### config.mk
export PLATFORM = sky130hd
export DESIGN_NAME = wb_arbiter
export DESIGN_NICKNAME = d
export VERILOG_FILES = /design/src/rtl/wb_pkg.sv /design/src/rtl/wb_addr_dec.sv /design/src/rtl/wb_arbiter.sv
export SDC_FILE = /design/constraint.sdc
export NUM_CORES = 1
export LEC_CHECK = 0
export CORE_AREA = 2 2 297 299
export CTS_CLUSTER_SIZE = 14
export DETAILED_ROUTE_END_ITERATION = 8
export DIE_AREA = 0 0 299 301
export MAX_ROUTING_LAYER = met4
export SLEW_MARGIN = 20
export SYNTH_ARGS = -nofsm -noshare
export SYNTH_HDL_FRONTEND = slang
export SYNTH_SLANG_ARGS = --single-unit
### constraint.sdc
create_clock -name wb_clk -period 3.4 [get_ports wb_clk]
set_input_delay 0.68 -clock wb_clk [delete_from_list [all_inputs] [get_ports wb_clk]]
set_output_delay 0.68 -clock wb_clk [all_outputs]
set_load 0.005 [all_outputs]
### src/rtl/wb_pkg.sv
// Shared definitions for the Wishbone shared-bus interconnect: cycle/burst
// type encodings, master/slave counts, the grant-state enum and the
// fixed-priority pick helper used by the arbiter.
package wb_pkg;

  localparam int NUM_MASTERS = 4;
  localparam int NUM_SLAVES  = 3;
  localparam int ADDR_W      = 30;
  localparam int DATA_W      = 32;

  // Cycle type identifiers
  localparam logic [2:0] CTI_CLASSIC = 3'b000;
  localparam logic [2:0] CTI_CONST   = 3'b001;
  localparam logic [2:0] CTI_INCR    = 3'b010;
  localparam logic [2:0] CTI_EOB     = 3'b111;

  // Burst type extensions
  localparam logic [1:0] BTE_LINEAR = 2'b00;
  localparam logic [1:0] BTE_WRAP4  = 2'b01;
  localparam logic [1:0] BTE_WRAP8  = 2'b10;
  localparam logic [1:0] BTE_WRAP16 = 2'b11;

  // Grant state: GRANT_Mn encodes as n+1 so the owner index is state-1
  typedef enum logic [2:0] {
    GRANT_IDLE = 3'd0,
    GRANT_M0   = 3'd1,
    GRANT_M1   = 3'd2,
    GRANT_M2   = 3'd3,
    GRANT_M3   = 3'd4
  } grant_t;

  // Highest-priority requester (m0 first), or idle when nobody requests
  function automatic grant_t pick_grant(input logic [NUM_MASTERS-1:0] req);
    if (req[0])      return GRANT_M0;
    else if (req[1]) return GRANT_M1;
    else if (req[2]) return GRANT_M2;
    else if (req[3]) return GRANT_M3;
    else             return GRANT_IDLE;
  endfunction

endpackage

### src/rtl/wb_addr_dec.sv
// Address decoder: compares a word address against each slave's base/mask
// window and returns a one-hot select (lowest slave index wins on overlap)
// plus a flag for addresses that hit no window.
module wb_addr_dec
  import wb_pkg::*;
#(
  parameter logic [ADDR_W-1:0] S0_BASE = 30'h0000_0000,
  parameter logic [ADDR_W-1:0] S0_MASK = 30'h3800_0000,
  parameter logic [ADDR_W-1:0] S1_BASE = 30'h3000_0000,
  parameter logic [ADDR_W-1:0] S1_MASK = 30'h3C00_0000,
  parameter logic [ADDR_W-1:0] S2_BASE = 30'h3C00_0000,
  parameter logic [ADDR_W-1:0] S2_MASK = 30'h3C00_0000
) (
  input  logic [ADDR_W-1:0]     addr,
  output logic [NUM_SLAVES-1:0] sel,
  output logic                  invalid
);

  logic [ADDR_W-1:0]     base [NUM_SLAVES];
  logic [ADDR_W-1:0]     mask [NUM_SLAVES];
  logic [NUM_SLAVES-1:0] match;
  logic                  found;

  assign base[0] = S0_BASE;
  assign base[1] = S1_BASE;
  assign base[2] = S2_BASE;
  assign mask[0] = S0_MASK;
  assign mask[1] = S1_MASK;
  assign mask[2] = S2_MASK;

  generate
    for (genvar gi = 0; gi < NUM_SLAVES; gi++) begin : g_match
      assign match[gi] = ((addr & mask[gi]) == base[gi]);
    end
  endgenerate

  // Keep only the lowest-numbered matching window
  always_comb begin
    sel   = '0;
    found = 1'b0;
    for (int i = 0; i < NUM_SLAVES; i++) begin
      if (match[i] && !found) begin
        sel[i] = 1'b1;
        found  = 1'b1;
      end
    end
  end

  assign invalid = ~|match;

endmodule

### src/rtl/wb_arbiter.sv
// Four-master / three-slave Wishbone B3 shared-bus interconnect.
// Fixed priority m0 > m1 > m2 > m3, grant held for the whole cyc (no
// preemption), direct handoff on release, combinational request routing
// and combinational ack/data return.
// Optional build macro: WB_ARB_INVALID_ACK_EN -- the arbiter acks strobes
// to undecoded addresses itself (data 0) so the master cannot hang.
module wb_arbiter
  import wb_pkg::*;
#(
  parameter logic [ADDR_W-1:0] S0_BASE = 30'h0000_0000,
  parameter logic [ADDR_W-1:0] S0_MASK = 30'h3800_0000,
  parameter logic [ADDR_W-1:0] S1_BASE = 30'h3000_0000,
  parameter logic [ADDR_W-1:0] S1_MASK = 30'h3C00_0000,
  parameter logic [ADDR_W-1:0] S2_BASE = 30'h3C00_0000,
  parameter logic [ADDR_W-1:0] S2_MASK = 30'h3C00_0000
) (
  input  logic        wb_clk,
  input  logic        wb_rst,
  output logic        invalid_addr,
  // master 0
  input  logic        m0_cyc_i,
  input  logic        m0_stb_i,
  input  logic        m0_we_i,
  input  logic [31:2] m0_addr_i,
  input  logic [2:0]  m0_cti_i,
  input  logic [1:0]  m0_bte_i,
  input  logic [3:0]  m0_sel_i,
  input  logic [31:0] m0_data_i,
  output logic [31:0] m0_data_o,
  output logic        m0_ack_o,
  // master 1
  input  logic        m1_cyc_i,
  input  logic        m1_stb_i,
  input  logic        m1_we_i,
  input  logic [31:2] m1_addr_i,
  input  logic [2:0]  m1_cti_i,
  input  logic [1:0]  m1_bte_i,
  input  logic [3:0]  m1_sel_i,
  input  logic [31:0] m1_data_i,
  output logic [31:0] m1_data_o,
  output logic        m1_ack_o,
  // master 2
  input  logic        m2_cyc_i,
  input  logic        m2_stb_i,
  input  logic        m2_we_i,
  input  logic [31:2] m2_addr_i,
  input  logic [2:0]  m2_cti_i,
  input  logic [1:0]  m2_bte_i,
  input  logic [3:0]  m2_sel_i,
  input  logic [31:0] m2_data_i,
  output logic [31:0] m2_data_o,
  output logic        m2_ack_o,
  // master 3
  input  logic        m3_cyc_i,
  input  logic        m3_stb_i,
  input  logic        m3_we_i,
  input  logic [31:2] m3_addr_i,
  input  logic [2:0]  m3_cti_i,
  input  logic [1:0]  m3_bte_i,
  input  logic [3:0]  m3_sel_i,
  input  logic [31:0] m3_data_i,
  output logic [31:0] m3_data_o,
  output logic        m3_ack_o,
  // slave 0
  output logic        s0_cyc_o,
  output logic        s0_stb_o,
  output logic        s0_we_o,
  output logic [31:2] s0_addr_o,
  output logic [2:0]  s0_cti_o,
  output logic [1:0]  s0_bte_o,
  output logic [3:0]  s0_sel_o,
  output logic [31:0] s0_data_o,
  input  logic [31:0] s0_data_i,
  input  logic        s0_ack_i,
  // slave 1
  output logic        s1_cyc_o,
  output logic        s1_stb_o,
  output logic        s1_we_o,
  output logic [31:2] s1_addr_o,
  output logic [2:0]  s1_cti_o,
  output logic [1:0]  s1_bte_o,
  output logic [3:0]  s1_sel_o,
  output logic [31:0] s1_data_o,
  input  logic [31:0] s1_data_i,
  input  logic        s1_ack_i,
  // slave 2
  output logic        s2_cyc_o,
  output logic        s2_stb_o,
  output logic        s2_we_o,
  output logic [31:2] s2_addr_o,
  output logic [2:0]  s2_cti_o,
  output logic [1:0]  s2_bte_o,
  output logic [3:0]  s2_sel_o,
  output logic [31:0] s2_data_o,
  input  logic [31:0] s2_data_i,
  input  logic        s2_ack_i
);

  // Master requests gathered into indexable form
  logic [NUM_MASTERS-1:0] m_cyc, m_stb, m_we;
  logic [ADDR_W-1:0]      m_addr [NUM_MASTERS];
  logic [2:0]             m_cti  [NUM_MASTERS];
  logic [1:0]             m_bte  [NUM_MASTERS];
  logic [3:0]             m_sel  [NUM_MASTERS];
  logic [DATA_W-1:0]      m_data [NUM_MASTERS];

  assign m_cyc = {m3_cyc_i, m2_cyc_i, m1_cyc_i, m0_cyc_i};
  assign m_stb = {m3_stb_i, m2_stb_i, m1_stb_i, m0_stb_i};
  assign m_we  = {m3_we_i,  m2_we_i,  m1_we_i,  m0_we_i};

  assign m_addr[0] = m0_addr_i;
  assign m_addr[1] = m1_addr_i;
  assign m_addr[2] = m2_addr_i;
  assign m_addr[3] = m3_addr_i;
  assign m_cti[0]  = m0_cti_i;
  assign m_cti[1]  = m1_cti_i;
  assign m_cti[2]  = m2_cti_i;
  assign m_cti[3]  = m3_cti_i;
  assign m_bte[0]  = m0_bte_i;
  assign m_bte[1]  = m1_bte_i;
  assign m_bte[2]  = m2_bte_i;
  assign m_bte[3]  = m3_bte_i;
  assign m_sel[0]  = m0_sel_i;
  assign m_sel[1]  = m1_sel_i;
  assign m_sel[2]  = m2_sel_i;
  assign m_sel[3]  = m3_sel_i;
  assign m_data[0] = m0_data_i;
  assign m_data[1] = m1_data_i;
  assign m_data[2] = m2_data_i;
  assign m_data[3] = m3_data_i;

  // Slave returns gathered into indexable form
  logic [NUM_SLAVES-1:0] s_ack;
  logic [DATA_W-1:0]     s_data [NUM_SLAVES];

  assign s_ack     = {s2_ack_i, s1_ack_i, s0_ack_i};
  assign s_data[0] = s0_data_i;
  assign s_data[1] = s1_data_i;
  assign s_data[2] = s2_data_i;

  grant_t grant_reg;

  // Grant FSM: hold while the owner keeps cyc, otherwise hand off to the
  // highest-priority requester (or idle) on the same edge
  always_ff @(posedge wb_clk) begin
    if (!wb_rst) begin
      grant_reg <= GRANT_IDLE;
    end else begin
      case (grant_reg)
        GRANT_M0: if (!m_cyc[0]) grant_reg <= pick_grant(m_cyc);
        GRANT_M1: if (!m_cyc[1]) grant_reg <= pick_grant(m_cyc);
        GRANT_M2: if (!m_cyc[2]) grant_reg <= pick_grant(m_cyc);
        GRANT_M3: if (!m_cyc[3]) grant_reg <= pick_grant(m_cyc);
        default:  grant_reg <= pick_grant(m_cyc);
      endcase
    end
  end

  // One-hot owner; forced low while reset is asserted so a reset in the
  // middle of a transfer cuts the bus off without waiting for the edge
  logic [NUM_MASTERS-1:0] gnt_oh;

  generate
    for (genvar gi = 0; gi < NUM_MASTERS; gi++) begin : g_gnt
      assign gnt_oh[gi] = wb_rst && (grant_reg == grant_t'(3'(gi + 1)));
    end
  endgenerate

  // Granted master's request; all zero when nobody owns the bus
  logic              g_cyc, g_stb, g_we;
  logic [ADDR_W-1:0] g_addr;
  logic [2:0]        g_cti;
  logic [1:0]        g_bte;
  logic [3:0]        g_sel;
  logic [DATA_W-1:0] g_data;

  // Route the owner's request onto the shared slave-side bus
  always_comb begin
    g_cyc  = 1'b0;
    g_stb  = 1'b0;
    g_we   = 1'b0;
    g_addr = '0;
    g_cti  = CTI_CLASSIC;
    g_bte  = BTE_LINEAR;
    g_sel  = '0;
    g_data = '0;
    for (int i = 0; i < NUM_MASTERS; i++) begin
      if (gnt_oh[i]) begin
        g_cyc  = m_cyc[i];
        g_stb  = m_stb[i];
        g_we   = m_we[i];
        g_addr = m_addr[i];
        g_cti  = m_cti[i];
        g_bte  = m_bte[i];
        g_sel  = m_sel[i];
        g_data = m_data[i];
      end
    end
  end

  logic [NUM_SLAVES-1:0] dec_sel;
  logic                  dec_invalid;

  wb_addr_dec #(
    .S0_BASE(S0_BASE),
    .S0_MASK(S0_MASK),
    .S1_BASE(S1_BASE),
    .S1_MASK(S1_MASK),
    .S2_BASE(S2_BASE),
    .S2_MASK(S2_MASK)
  ) u_dec (
    .addr   (g_addr),
    .sel    (dec_sel),
    .invalid(dec_invalid)
  );

  // Ack/data of the decoded slave; zero when the address hits no slave
  logic              sel_ack;
  logic [DATA_W-1:0] sel_data;

  // Pick the decoded slave's response
  always_comb begin
    sel_ack  = 1'b0;
    sel_data = '0;
    for (int k = 0; k < NUM_SLAVES; k++) begin
      if (dec_sel[k]) begin
        sel_ack  = s_ack[k];
        sel_data = s_data[k];
      end
    end
  end

  assign invalid_addr = g_cyc & g_stb & dec_invalid;

  logic ret_ack;

`ifdef WB_ARB_INVALID_ACK_EN
  // Terminate strobes to holes in the map locally (read data stays 0)
  assign ret_ack = sel_ack | invalid_addr;
`else
  assign ret_ack = sel_ack;
`endif

  // Responses reach only the owning master
  assign m0_ack_o  = gnt_oh[0] & ret_ack;
  assign m1_ack_o  = gnt_oh[1] & ret_ack;
  assign m2_ack_o  = gnt_oh[2] & ret_ack;
  assign m3_ack_o  = gnt_oh[3] & ret_ack;
  assign m0_data_o = gnt_oh[0] ? sel_data : '0;
  assign m1_data_o = gnt_oh[1] ? sel_data : '0;
  assign m2_data_o = gnt_oh[2] ? sel_data : '0;
  assign m3_data_o = gnt_oh[3] ? sel_data : '0;

  // Slave side: handshake qualified by decode, payload broadcast
  assign s0_cyc_o  = g_cyc & dec_sel[0];
  assign s0_stb_o  = g_stb & dec_sel[0];
  assign s0_we_o   = g_we;
  assign s0_addr_o = g_addr;
  assign s0_cti_o  = g_cti;
  assign s0_bte_o  = g_bte;
  assign s0_sel_o  = g_sel;
  assign s0_data_o = g_data;

  assign s1_cyc_o  = g_cyc & dec_sel[1];
  assign s1_stb_o  = g_stb & dec_sel[1];
  assign s1_we_o   = g_we;
  assign s1_addr_o = g_addr;
  assign s1_cti_o  = g_cti;
  assign s1_bte_o  = g_bte;
  assign s1_sel_o  = g_sel;
  assign s1_data_o = g_data;

  assign s2_cyc_o  = g_cyc & dec_sel[2];
  assign s2_stb_o  = g_stb & dec_sel[2];
  assign s2_we_o   = g_we;
  assign s2_addr_o = g_addr;
  assign s2_cti_o  = g_cti;
  assign s2_bte_o  = g_bte;
  assign s2_sel_o  = g_sel;
  assign s2_data_o = g_data;

endmodule

==> results of run 1 <==
==> cell families (layout without fill, tap and decap cells) <==
logic type | after synthesis | count (layout)
compound gates | 332 | 332
buf+inv | 227 | 1066
simple gates | 122 | 122
mux | 3 | 3
flops | 3 | 3
other cells | 0 | 18
==> stage by stage <==
step / instance area (µm²) / hold slack, ns
after floorplan: 5205 / 0.7319
final: 16540 / 0.8240
after CTS: 15920 / 0.8172
after detailed placement: 14180 / 0.8203
after global routing: 16540 / 0.8734
after global placement: 14180 / 0.8059
==> report_power, final <==
| part | total, mW | internal, mW | switching, mW | leakage [nW] |
|---|---|---|---|---|
| clock network | 0.194 | 0.155 | 0.0383 | 0.0383 |
| logic | 3.24 | 1.84 | 1.40 | 7.81 |
| registers | 0.0549 | 0.0422 | 0.0126 | 0.0261 |
| total | 3.49 | 2.04 | 1.45 | 7.87 |
==> synthesized netlist by cell type (2+ instances only) <==
cell,count,area share
a21boi_0,3,0.0043
a21oi_1,71,0.068
a221o_1,5,0.0096
a222oi_1,63,0.12
a22o_1,143,0.24
a22o_4,27,0.091
a22oi_1,3,0.0043
and2b_1,2,0.0029
and4b_1,2,0.0038
buf_2,14,0.013
buf_4,150,0.22
buf_6,13,0.028
clkbuf_1,45,0.032
dfxtp_1,3,0.012
inv_1,4,0.0029
mux2_2,2,0.0043
nand2_1,4,0.0029
nand2b_1,2,0.0024
nand3_1,4,0.0038
nor2_1,82,0.059
nor2_4,3,0.0065
nor2b_1,4,0.0048
nor3_1,3,0.0029
nor3b_1,3,0.0043
nor4_4,2,0.0082
o21ai_0,9,0.0087
o22ai_1,2,0.0024
==> worst register-to-register path, stage by stage (launching register included) <==
cell and delay, ns:
dfxtp_2 0.34, buf_12 0.15, buf_4 0.21, mux2_2 0.38, a22oi_1 0.17, nor2_2 0.08
nor2_1 0.27, buf_4 0.18, o21ai_0 0.08, a21oi_1 0.18
==> routing by layer <==
| layer | vias up | global-route usage | share of wire |
|---|---|---|---|
| li1 | 4321 | - | - |
| met1 | 4857 | 0.1704 | 0.40 |
| met2 | 783 | 0.2649 | 0.49 |
| met3 | 180 | 0.03088 | 0.066 |
| met4 | 0 | 0.05083 | 0.048 |
| met5 | - | - | 0 |
==> repair_timing <==
item                                   4_1_cts  5_1_grt
buffers inserted                            86       44
setup endpoints to repair                  352      229
endpoints found under the hold margin        0        0
gates cloned                                26       13
hold buffers                                 0        0
resized for setup                          701      301
pin swaps                                   91       92
==> final timing paths <==
| kind | startpoint | end | slack, ns | cells past startpoint |
|---|---|---|---|---|
| min | grant_reg[2] | grant_reg[0] | 0.82 | 4 |
| max | wb_rst | m1_data_o[16] | -0.13 | 14 |
| max reg2reg | grant_reg[0] | grant_reg[0] | 1.28 | 9 |
| min reg2reg | grant_reg[2] | grant_reg[0] | 0.82 | 4 |
==> area by class of cell <==
class | instances | area (µm²) | share of cell area
Antenna cell | 18 | 45.04 | 0.002723
Clock buffer | 4 | 78.83 | 0.004764
Tap cell | 1155 | 1445 | 0.08735
Sequential cell | 3 | 66.31 | 0.004008
Inverter | 4 | 17.52 | 0.001059
Multi-Input combinational cell | 457 | 4228 | 0.2555
Timing Repair Buffer | 1058 | 10660 | 0.6446
==> placed cells by master (no fill, tap or decap), types with 2 or more instances in the layout <==
| master | n |
|---|---|
| clkdlybuf4s50_1 | 413 |
| clkdlybuf4s15_1 | 22 |
| buf_6 | 65 |
| nor4_4 | 2 |
| clkbuf_16 | 13 |
| o21ai_0 | 8 |
| mux2_4 | 2 |
| nand2_1 | 3 |
| dfxtp_2 | 2 |
| nor2_1 | 77 |
| nor2_2 | 3 |
| a21oi_2 | 23 |
| and4b_4 | 2 |
| diode_2 | 18 |
| nor2b_4 | 2 |
| buf_16 | 25 |
| nor3b_2 | 2 |
| o21ai_4 | 2 |
| clkbuf_2 | 58 |
| nand3_1 | 4 |
| inv_1 | 2 |
| buf_12 | 52 |
| nor2_4 | 6 |
| buf_4 | 170 |
| buf_8 | 8 |
| a22oi_1 | 2 |
| a22o_1 | 133 |
| a222oi_1 | 63 |
| a21boi_0 | 3 |
| nor3_1 | 2 |
| a21oi_4 | 22 |
| dlygate4sd2_1 | 96 |
| a221o_1 | 5 |
| a21oi_1 | 27 |
| dlymetal6s2s_1 | 50 |
| buf_2 | 89 |
| a22o_4 | 37 |
==> metrics.md, run 1 <==
| Metric | Value |
|---|---|
| Die Area | 90,000 µm² |
| Layout Utilization | 0.1913 |
| Antenna violations before repair | 31 |
| GRT Resource Usage Total | 0.1511 |
| Mapped Cells | just under 700 |
| DRC errors left | 0 |
| Dpl ws | -1.214 ns |
| # clock sinks | 3 |
| EDFF count, synth | 0 |
| Die height | between 300 and 400 µm |
| Final setup vio count | 94 |
| Synth Cell Area | 5205 µm² |
| Post-Synth Adder-Cell Area | 0 |
| Mean Syn Cell Area | 7.576 µm² |
| FMAX | 283.5 MHz |
| Slowest CP cell | and4b_4 |
| Initial core utilization | 0.06019 |
| Clock H-tree levels | 1 |
| Worst-Margin Slew | between 0.7 and 0.8 ns |
| CP arrival | 2.85 ns |
| WL per Instance | 28.40 µm |
| Warnings from Yosys | 0 |
| Max-cap viol count | 0 |
| Final Skew | 0.0009127 ns |
| Final instance count without filler cells | 2,699 |
| Worst-case clock buffer depth | 2 |
| Fraction of layout cells with a size suffix above 1 | 0.3984 |
| Clk_lat worst skew | 0.23 ns |
| Synth Area in Simple Gates | 0.1260 |
| DRT Wirelength | 76.66 mm |
| Post-synthesis mux area share | 0.007212 |
| Main combinational cell family by area after synthesis | compound AO/OA/AOI/OAI gates |
| Cells along the critical path | buf_12, buf_6, and4b_4, nor2b_4, o21ai_4, buf_6, buf_6, buf_8, nor2b_4, buf_12, clkbuf_16, buf_12, a22o_1, clkbuf_2 |
| Synth Area in Compound Gates | 0.5611 |
| Row count | 108 |
| Required time worst endpoint | ~2.7 ns |
| Net Count, Synth | roughly 1,100 |
| CP max FO | 7 |
| Ys async rst share | 0 |
| CP max stage delay | 0.38 ns |
| Initial DRC Count | 998 |
| Max reg flops | 3 |
| Hold Path Class | flip-flop to flip-flop |
| Final-layout setup total negative slack | -3.230 ns |
| RSZ-0062 raised after global routing | true |
| Ys flop type | dfxtp_1 |
| Port bufs | 751 |
| Delay-heaviest family, CP | buffers and inverters |
| # nets final | 1,924 |
| Synth Register Bits | 3 |
| Violated checks | negative setup slack |
| Power Density | 210.8 nW/µm² |
| Final min period | around 3.5 ns |
| Max transition margin | 0.4709 |
| First drt pass iteration count | 8 |
| Sequential share of the synthesized area | 0.01154 |
| Fin crit share | 1.038 |
| Final GP Congestion | 0.9193 |
| Crit. End Element | primary output |
| Crit Path Class | primary input to primary output |
| CTS tree | done |
| Via Count | 10,141 |
| Area Overhead vs Synth | 217.9% |
| Final Hold Fails | 0 |
| Static leakage | 7.873 nW |
| First-pass GRT wire length | around 90 mm |
| Peak supply drop | about 0.12 mV |
| PnR worst setup slack | -0.1277 ns |
| Startpoint types | primary input |
| CTS Buf Count | 3 |
| XOR/XNOR Fraction of Synth Area | 0 |
| Outcome | finished with violations |
| Grt ovf | 0 |
| Max Transition Viols Final | 0 |
| WP buf/inv | 9 |
| Fill cell count | around 9,700 |
| Pwr Total | roughly 3.5 mW |
| Antenna-violating nets left | 0 |
| HPWL Detailed | roughly 55 mm |
| Cell count after placement | 2,526 |
| Unique masters post-synth | 46 |
| Vias in the first global route | 9,900 |
| Die W | 299 µm |
| Core Box Area | slightly below 90,000 µm² |
| Largest net degree at the start of global routing | 59 |
| Via/cell ratio | 3.757 |
| Root Driver | clkbuf_16 |
| Reg clk slew, reported paths | 0.03 ns |
| Io pins | 752 |
(Power assumes the default switching activity.)
==> inputs of run 2 (changes only) <==
- ABC_AREA: default -> 1
- CORE_AREA: 2 2 297 299 -> 2 2 293 295
- DIE_AREA: 0 0 299 301 -> 0 0 295 297
==> metrics.md, run 2 <==
| Metric | Value |
|---|---|
| Outcome | completed |
| Fill cell count | 9,624 (-0.42%) |
| Most common cell after layout, fill and taps aside | clkdlybuf4s50_1 |
| # clock sinks | 3 (unchanged) |
| Most frequent cells in the layout | clkdlybuf4s50_1 (571), nand2_1 (310), nor2_1 (138), buf_4 (128), dlygate4sd2_1 (95) |
| Mean Syn Cell Area | 4.958 µm² (-35%) |
| Reg area | 61.31 µm² (-7.5%) |
| FMAX | 298.8 MHz (+5.4%) |
| First drt pass iteration count | 5 (-3) |
| Delay-heaviest family, CP | buffers and inverters |
| Initial core utilization | 0.05775 (-0.002437) |
| CTS Buf Count | 3 (unchanged) |
| Net Count, Synth | 1,381 (+27%) |
| First-pass GRT wire length | 68.79 mm (-24%) |
| Psw | 3.108 mW (+110%) |
| Max Transition Viols Final | 0 (unchanged) |
| CP arrival | 2.67 ns (-0.18 ns) |
| Row count | 107 (-0.93%) |
| Max transition margin | 0.6100 (+0.1391) |
| Final min period | 3.347 ns (-0.1810 ns) |
| Mapped Cells | 984 (+43%) |
| Most Crowded Layer GR | met2 |
| Initial DRC Count | 475 (-52%) |
| Ys async rst share | 0 (unchanged) |
| Startpoint types | primary input |
| WP buf/inv | 8 (-1) |
| HPWL Detailed | 44.94 mm (-19%) |
| Unique masters post-synth | 30 (-35%) |
| Clk_lat worst skew | 0.23 ns (about the same) |
| Top cell type's share of synthesized area | 0.2531 (+0.01252) |
| Area Overhead vs Synth | 198.7% |
| Warnings from Yosys | 0 (unchanged) |
| Cells along the critical path | clkdlybuf4s50_1, nand4_1, inv_2, nor2_4, nor2_8, nand2_8, inv_8, buf_12, buf_12, buf_6, buf_12, nand2_2, nand2_4, nor2_1, buf_2 |
| Final Hold Fails | 0 (unchanged) |
| Worst-case clock buffer depth | 2 (unchanged) |
| Required time worst endpoint | 2.72 ns (about the same) |
| Synth top area cells | nand2_1 (25%), buf_4 (22%), nand3_1 (12%), nor2_1 (11%), nand4_1 (9.9%) |
| GRT Resource Usage Total | 0.1144 (-0.03674) |
| Crit Path Class | primary input to primary output |
| Peak supply drop | 0.2077 mV (+75%) |
| WL per Instance | 18.85 µm (-34%) |
| Antenna violations before repair | 14 (-55%) |
| Crit. End Element | primary output |
| DRT Wirelength | 53.65 mm (-30%) |
| Grt ovf | 0 (unchanged) |
| Port bufs | 751 (unchanged) |
| Via/cell ratio | 3.313 (-12%) |
| Hold slack final | 0.6185 ns (-0.2056 ns) |
| Comb power frac | 0.960 (+0.031) |
| Vias in the first global route | 9,168 (-7.4%) |
| Most frequent cell after synthesis | nand2_1 |
| Most Frequent Cell on Critical Path | buf_12 |
| Max-cap viol count | 0 (unchanged) |
| Die height | 297 µm (-1.3%) |
| Sequential share of the synthesized area | 0.01231 (+0.0007724) |
| P_int | 3.463 mW (+70%) |
| Ys flop type | dfxtp_1 |
| Layout Utilization | 0.1725 (-0.01883) |
| Synth Cell Area | 4878 µm² (-6.3%) |
| Hold Path Class | flip-flop to flip-flop |
| Core Box Area | 84,480 µm² (-2.3%) |
| Die Area | 87,620 µm² (-2.6%) |
| Clock H-tree levels | 1 (unchanged) |
| Critical Path Start | m3_addr_i[30] |
| Final setup vio count | 0 (-100%) |
| Synth Register Bits | 3 (unchanged) |
| Die W | 295 µm (-1.3%) |
| Max reg flops | 3 (unchanged) |
| Hold path startpoint | grant_reg[1] |
| Via Count | 9,431 (-7.0%) |
| CP max FO | 7 (unchanged) |
| Final Skew | 0.0009859 ns (+0.00007323 ns) |
| Fin crit share | 0.9843 (-0.05323) |
| Worst-Margin Slew | 0.5850 ns (-0.2087 ns) |
| RSZ-0062 raised after global routing | true |
| Reg clk slew, reported paths | 0.03 ns (about the same) |
| Reg power frac | 0.011 (-0.005) |
| Clock power frac | 0.029 (-0.026) |
| Sw Ratio | 0.4730 (+0.05718) |
| Antenna-violating nets left | 0 (unchanged) |
| Io pins | 752 (unchanged) |
| CTS tree | done |
| Grt met2 use | 0.1834 (-0.08157) |
| Reg2reg start | grant_reg[1] |
| GR Layer Usage met3 | 0.03258 (+0.001696) |
| Slowest CP cell | clkdlybuf4s50_1 |
| Root Driver | clkbuf_16 |
| DRC errors left | 0 (unchanged) |
| Power Density | 451.0 nW/µm² (+110%) |
| Largest net degree at the start of global routing | 36 (-39%) |
| Commonest cells in the netlist | nand2_1 (329), nor2_1 (148), buf_4 (145) |
| Static leakage | 6.317 nW (-20%) |
| CP max stage delay | 0.46 ns (+0.08 ns) |
| Multi-input gate area | 3592 µm² (-15%) |
| EDFF count, synth | 0 (unchanged) |
| Synth area leader | nand2_1 |
| GR Util met1 | 0.1390 (-0.03147) |
| # nets final | 2,091 (+8.7%) |
| Final GP Congestion | 0.9387 (+2.1%) |
| Fraction of layout cells with a size suffix above 1 | 0.1943 (-0.2041) |
## run 2: logic make-up after synthesis
group	Yosys count	share of synthesized area
AO/OA/AOI/OAI	16	0.02231
AND/OR/NAND/NOR	707	0.6396
buffers and inverters	258	0.3257
flip-flops	3	0.01231
## run 2: timing repair
action	in CTS	in global routing
buffers inserted	28	13
gates cloned	6	2
endpoints found under the setup margin	332	155
pin swaps	7	33
resized for setup	254	93
hold buffers	0	0
## run 2: path summary, 6_finish.rpt
check / cells after the start / to / slack (ns)
worst max-delay path: 15 / m0_data_o[14] / 0.05
worst min-delay path: 2 / grant_reg[1] / 0.62
worst max register to register: 8 / grant_reg[2] / 1.67
worst min register to register: 2 / grant_reg[1] / 0.62
## run 2: per-layer routing
| layer | vias up | wire length, µm | part of all wire |
|---|---|---|---|
| met4 | 0 | 1608 | 0.030 |
| li1 | 4440 | - | - |
| met2 | 563 | 24040 | 0.45 |
| met3 | 60 | 4897 | 0.091 |
| met1 | 4368 | 23100 | 0.43 |
| met5 | - | 0 | 0 |
## run 2: power by group through the flow
| stage | sequential, mW | clock [mW] | combinational [mW] |
|---|---|---|---|
| 6_report | 0.0747 | 0.189 | 6.31 |
| 3_3_place_gp | 0.0719 | 0 | 5.75 |
| 5_1_grt | 0.0777 | 0.192 | 6.71 |
| 3_5_place_dp | 0.0719 | 0 | 5.74 |
| 4_1_cts | 0.0718 | 0.189 | 6.24 |
| 2_1_floorplan | 0.0655 | 0 | 2.27 |
## run 2: cell type report
type	count	share of cell area
Sequential cell	3	0.004208
Inverter	53	0.01468
Multi-Input combinational cell	723	0.2465
Timing Repair Buffer	910	0.6292
Clock buffer	4	0.005410
Tap cell	1144	0.09824
Antenna cell	10	0.001717
## run 2: worst min-delay path: cells and delay by family (launching register included)
family          cells  cell delay [ns]
flops               1             0.35
compound gates      2             0.22
## run 2: per-stage QoR
step	cell area (µm²)	instances	total power [mW]	setup WS (ns)	setup TNS, ns
final	14570	2847	6.571	0.05323	0
after CTS	14300	2824	6.501	-0.2132	-0.9217
after detailed placement	13720	2786	5.815	-0.6012	-94.37
after global routing	14570	2846	6.977	-0.008374	-0.01398
after floorplan	4878	984	2.339	0.6549	0
after global placement	13720	2786	5.822	-0.5571	-85.45
==> inputs of run 3 (changes only) <==
- CTS_BUF_LIST: default -> sky130_fd_sc_hd__clkbuf_16
- SKIP_CTS_REPAIR_TIMING: default -> 1
==> metrics.md, run 3 (synthesis results as in run 2) <==
| Metric | Value |
|---|---|
| Final Hold Fails | 0 (unchanged) |
| Peak supply drop | 0.2699 mV (+30%) |
| RSZ-0062 raised after global routing | true |
| Fin area | 14,450 µm² (-0.82%) |
| Io pins | 752 (unchanged) |
| HPWL Detailed | 44.94 mm (unchanged) |
| Placed Area | 13,720 µm² (unchanged) |
| Final GP Congestion | 0.9387 (unchanged) |
| Row count | 107 (unchanged) |
| GRT Resource Usage Total | 0.1093 (-0.005072) |
| Final min period | 3.595 ns (+0.2483 ns) |
| # clock sinks | 3 (unchanged) |
| Largest net degree at the start of global routing | 36 (unchanged) |
| Fraction of layout cells with a size suffix above 1 | 0.1486 (-0.04574) |
| Hold Path Class | flip-flop to flip-flop |
| Static leakage | 6.849 nW (+8.4%) |
| Fill cell count | 9,597 (-0.28%) |
| Final instance count without filler cells | 2,821 (-0.91%) |
| Power Density | 434.3 nW/µm² (-3.7%) |
| Outcome | finished with violations |
| Worst-case clock buffer depth | 2 (unchanged) |
| Max Transition Viols Final | 0 (unchanged) |
| Die height | 297 µm (unchanged) |
| CP arrival | 2.92 ns (+0.25 ns) |
| CTS tree | done |
| Fin crit share | 1.057 (+0.07304) |
| Most common cell after layout, fill and taps aside | clkdlybuf4s50_1 |
| PnR worst setup slack | -0.1951 ns (-0.2483 ns) |
| Root Driver | clkbuf_16 |
| DRC errors left | 0 (unchanged) |
| Crit Path Class | primary input to primary output |
| Reg clk slew, reported paths | 0.03 ns (about the same) |
| Core Box Area | 84,480 µm² (unchanged) |
| Crit. End Element | primary output |
| Most frequent cells in the layout | clkdlybuf4s50_1 (636), nand2_1 (314), nor2_1 (141), buf_4 (114), nand3_1 (105) |
| Area Overhead vs Synth | 196.2% |
| Max reg flops | 3 (unchanged) |
| Final-layout setup total negative slack | -6.725 ns (-6.725 ns) |
| Via Count | 9,325 (-1.1%) |
| Cell count after placement | 2,786 (unchanged) |
| Port bufs | 751 (unchanged) |
| WL per Instance | 18.77 µm (-0.39%) |
| # nets final | 2,067 (-1.1%) |
| Antenna violations before repair | 10 (-4) |
| First drt pass iteration count | 5 (unchanged) |
| Die W | 295 µm (unchanged) |
| First-pass GRT wire length | 66.03 mm (-4.0%) |
| Vias in the first global route | 8,824 (-3.8%) |
| Initial DRC Count | 427 (-10%) |
| Final Skew | 0.00007841 ns (-0.0009075 ns) |
| Required time worst endpoint | 2.72 ns (about the same) |
| Via/cell ratio | 3.306 (-0.21%) |
| Initial core utilization | 0.05775 (unchanged) |
| DRT Wirelength | 52.95 mm (-1.3%) |
| Die Area | 87,620 µm² (unchanged) |
| CTS Buf Count | 3 (unchanged) |
| Clock H-tree levels | 1 (unchanged) |
| Worst-Margin Slew | 0.5971 ns (+0.01207 ns) |
| Violated checks | negative setup slack |
| Final setup vio count | 56 (+56) |
| CP max FO | 21 (+14) |
| Max-cap viol count | 0 (unchanged) |
| Hold slack final | 0.6685 ns (+0.04998 ns) |
| Startpoint types | primary input |
| Clk_lat worst skew | 0.23 ns (about the same) |
| FMAX | 278.2 MHz (-6.9%) |
| Max transition margin | 0.6020 (-0.008044) |
| Grt ovf | 0 (unchanged) |
| Antenna-violating nets left | 0 (unchanged) |
==> run 3: cell types whose count changed in the layout (fill, tap and decap cells not counted), sizes merged <==
cell           previous run  this run
clkbuf                   20        12
dlygate4sd2              95         0
diode                    10         8
clkdlybuf4s50           571       636
clkdlybuf4s15            10         0
buf                     202       159
inv                      53        54
dlymetal6s2s             16        82
==> run 3: power breakdown <==
part	internal, mW	switching, mW
registers	0.0490	0.0253
clock network	0.152	0.0339
logic	3.13	2.89
==> run 3: worst paths after layout <==
path,start,endpoint,slack (ns),cells past startpoint
hold / removal,grant_reg[0],grant_reg[0],0.67,4
setup / recovery,m1_addr_i[31],m3_data_o[27],-0.20,11
setup reg to reg,grant_reg[1],grant_reg[2],1.64,8
hold reg to reg,grant_reg[0],grant_reg[0],0.67,4
==> run 3: stage by stage <==
step	setup WS [ns]	total power, mW	util
6_report	-0.1951	6.276	0.1711
5_1_grt	-0.3014	6.669	0.1711
4_1_cts	-0.5888	6.032	0.1633
3_5_place_dp	-0.6012	5.815	0.1624
3_3_place_gp	-0.5571	5.822	0.1624
2_1_floorplan	0.6549	2.339	-
==> run 3: layout make-up <==
type	instances	area [µm²]	area share
multi-input cells	723	3362	0.2327
diodes	8	20.02	0.001385
well taps	1144	1431	0.09906
flip-flops and latches	3	60.06	0.004156
repair buffers	886	9289	0.6428
clock buffers	3	75.07	0.005195
clock inverters	1	3.754	0.0002598
inverters	53	209.0	0.01446
==> run 3: layer usage <==
| layer | wire [µm] | global-route usage | vias to the layer above | part of all wire |
|---|---|---|---|---|
| met5 | 0 | - | - | 0 |
| met2 | 24000 | 0.1781 | 566 | 0.45 |
| met3 | 4688 | 0.03183 | 50 | 0.089 |
| met1 | 22980 | 0.1326 | 4318 | 0.43 |
| met4 | 1286 | 0.02369 | 0 | 0.024 |
| li1 | - | - | 4391 | - |
==> run 3: worst max-delay path, stage by stage <==
cell	delay, ns
clkdlybuf4s50_1	0.47
nand4_1	0.11
nand2_2	0.11
o21bai_4	0.09
nor2_8	0.19
nand2_8	0.11
buf_12	0.18
nand3_1	0.20
nand2_2	0.13
nor2_1	0.10
clkdlybuf4s50_1	0.52
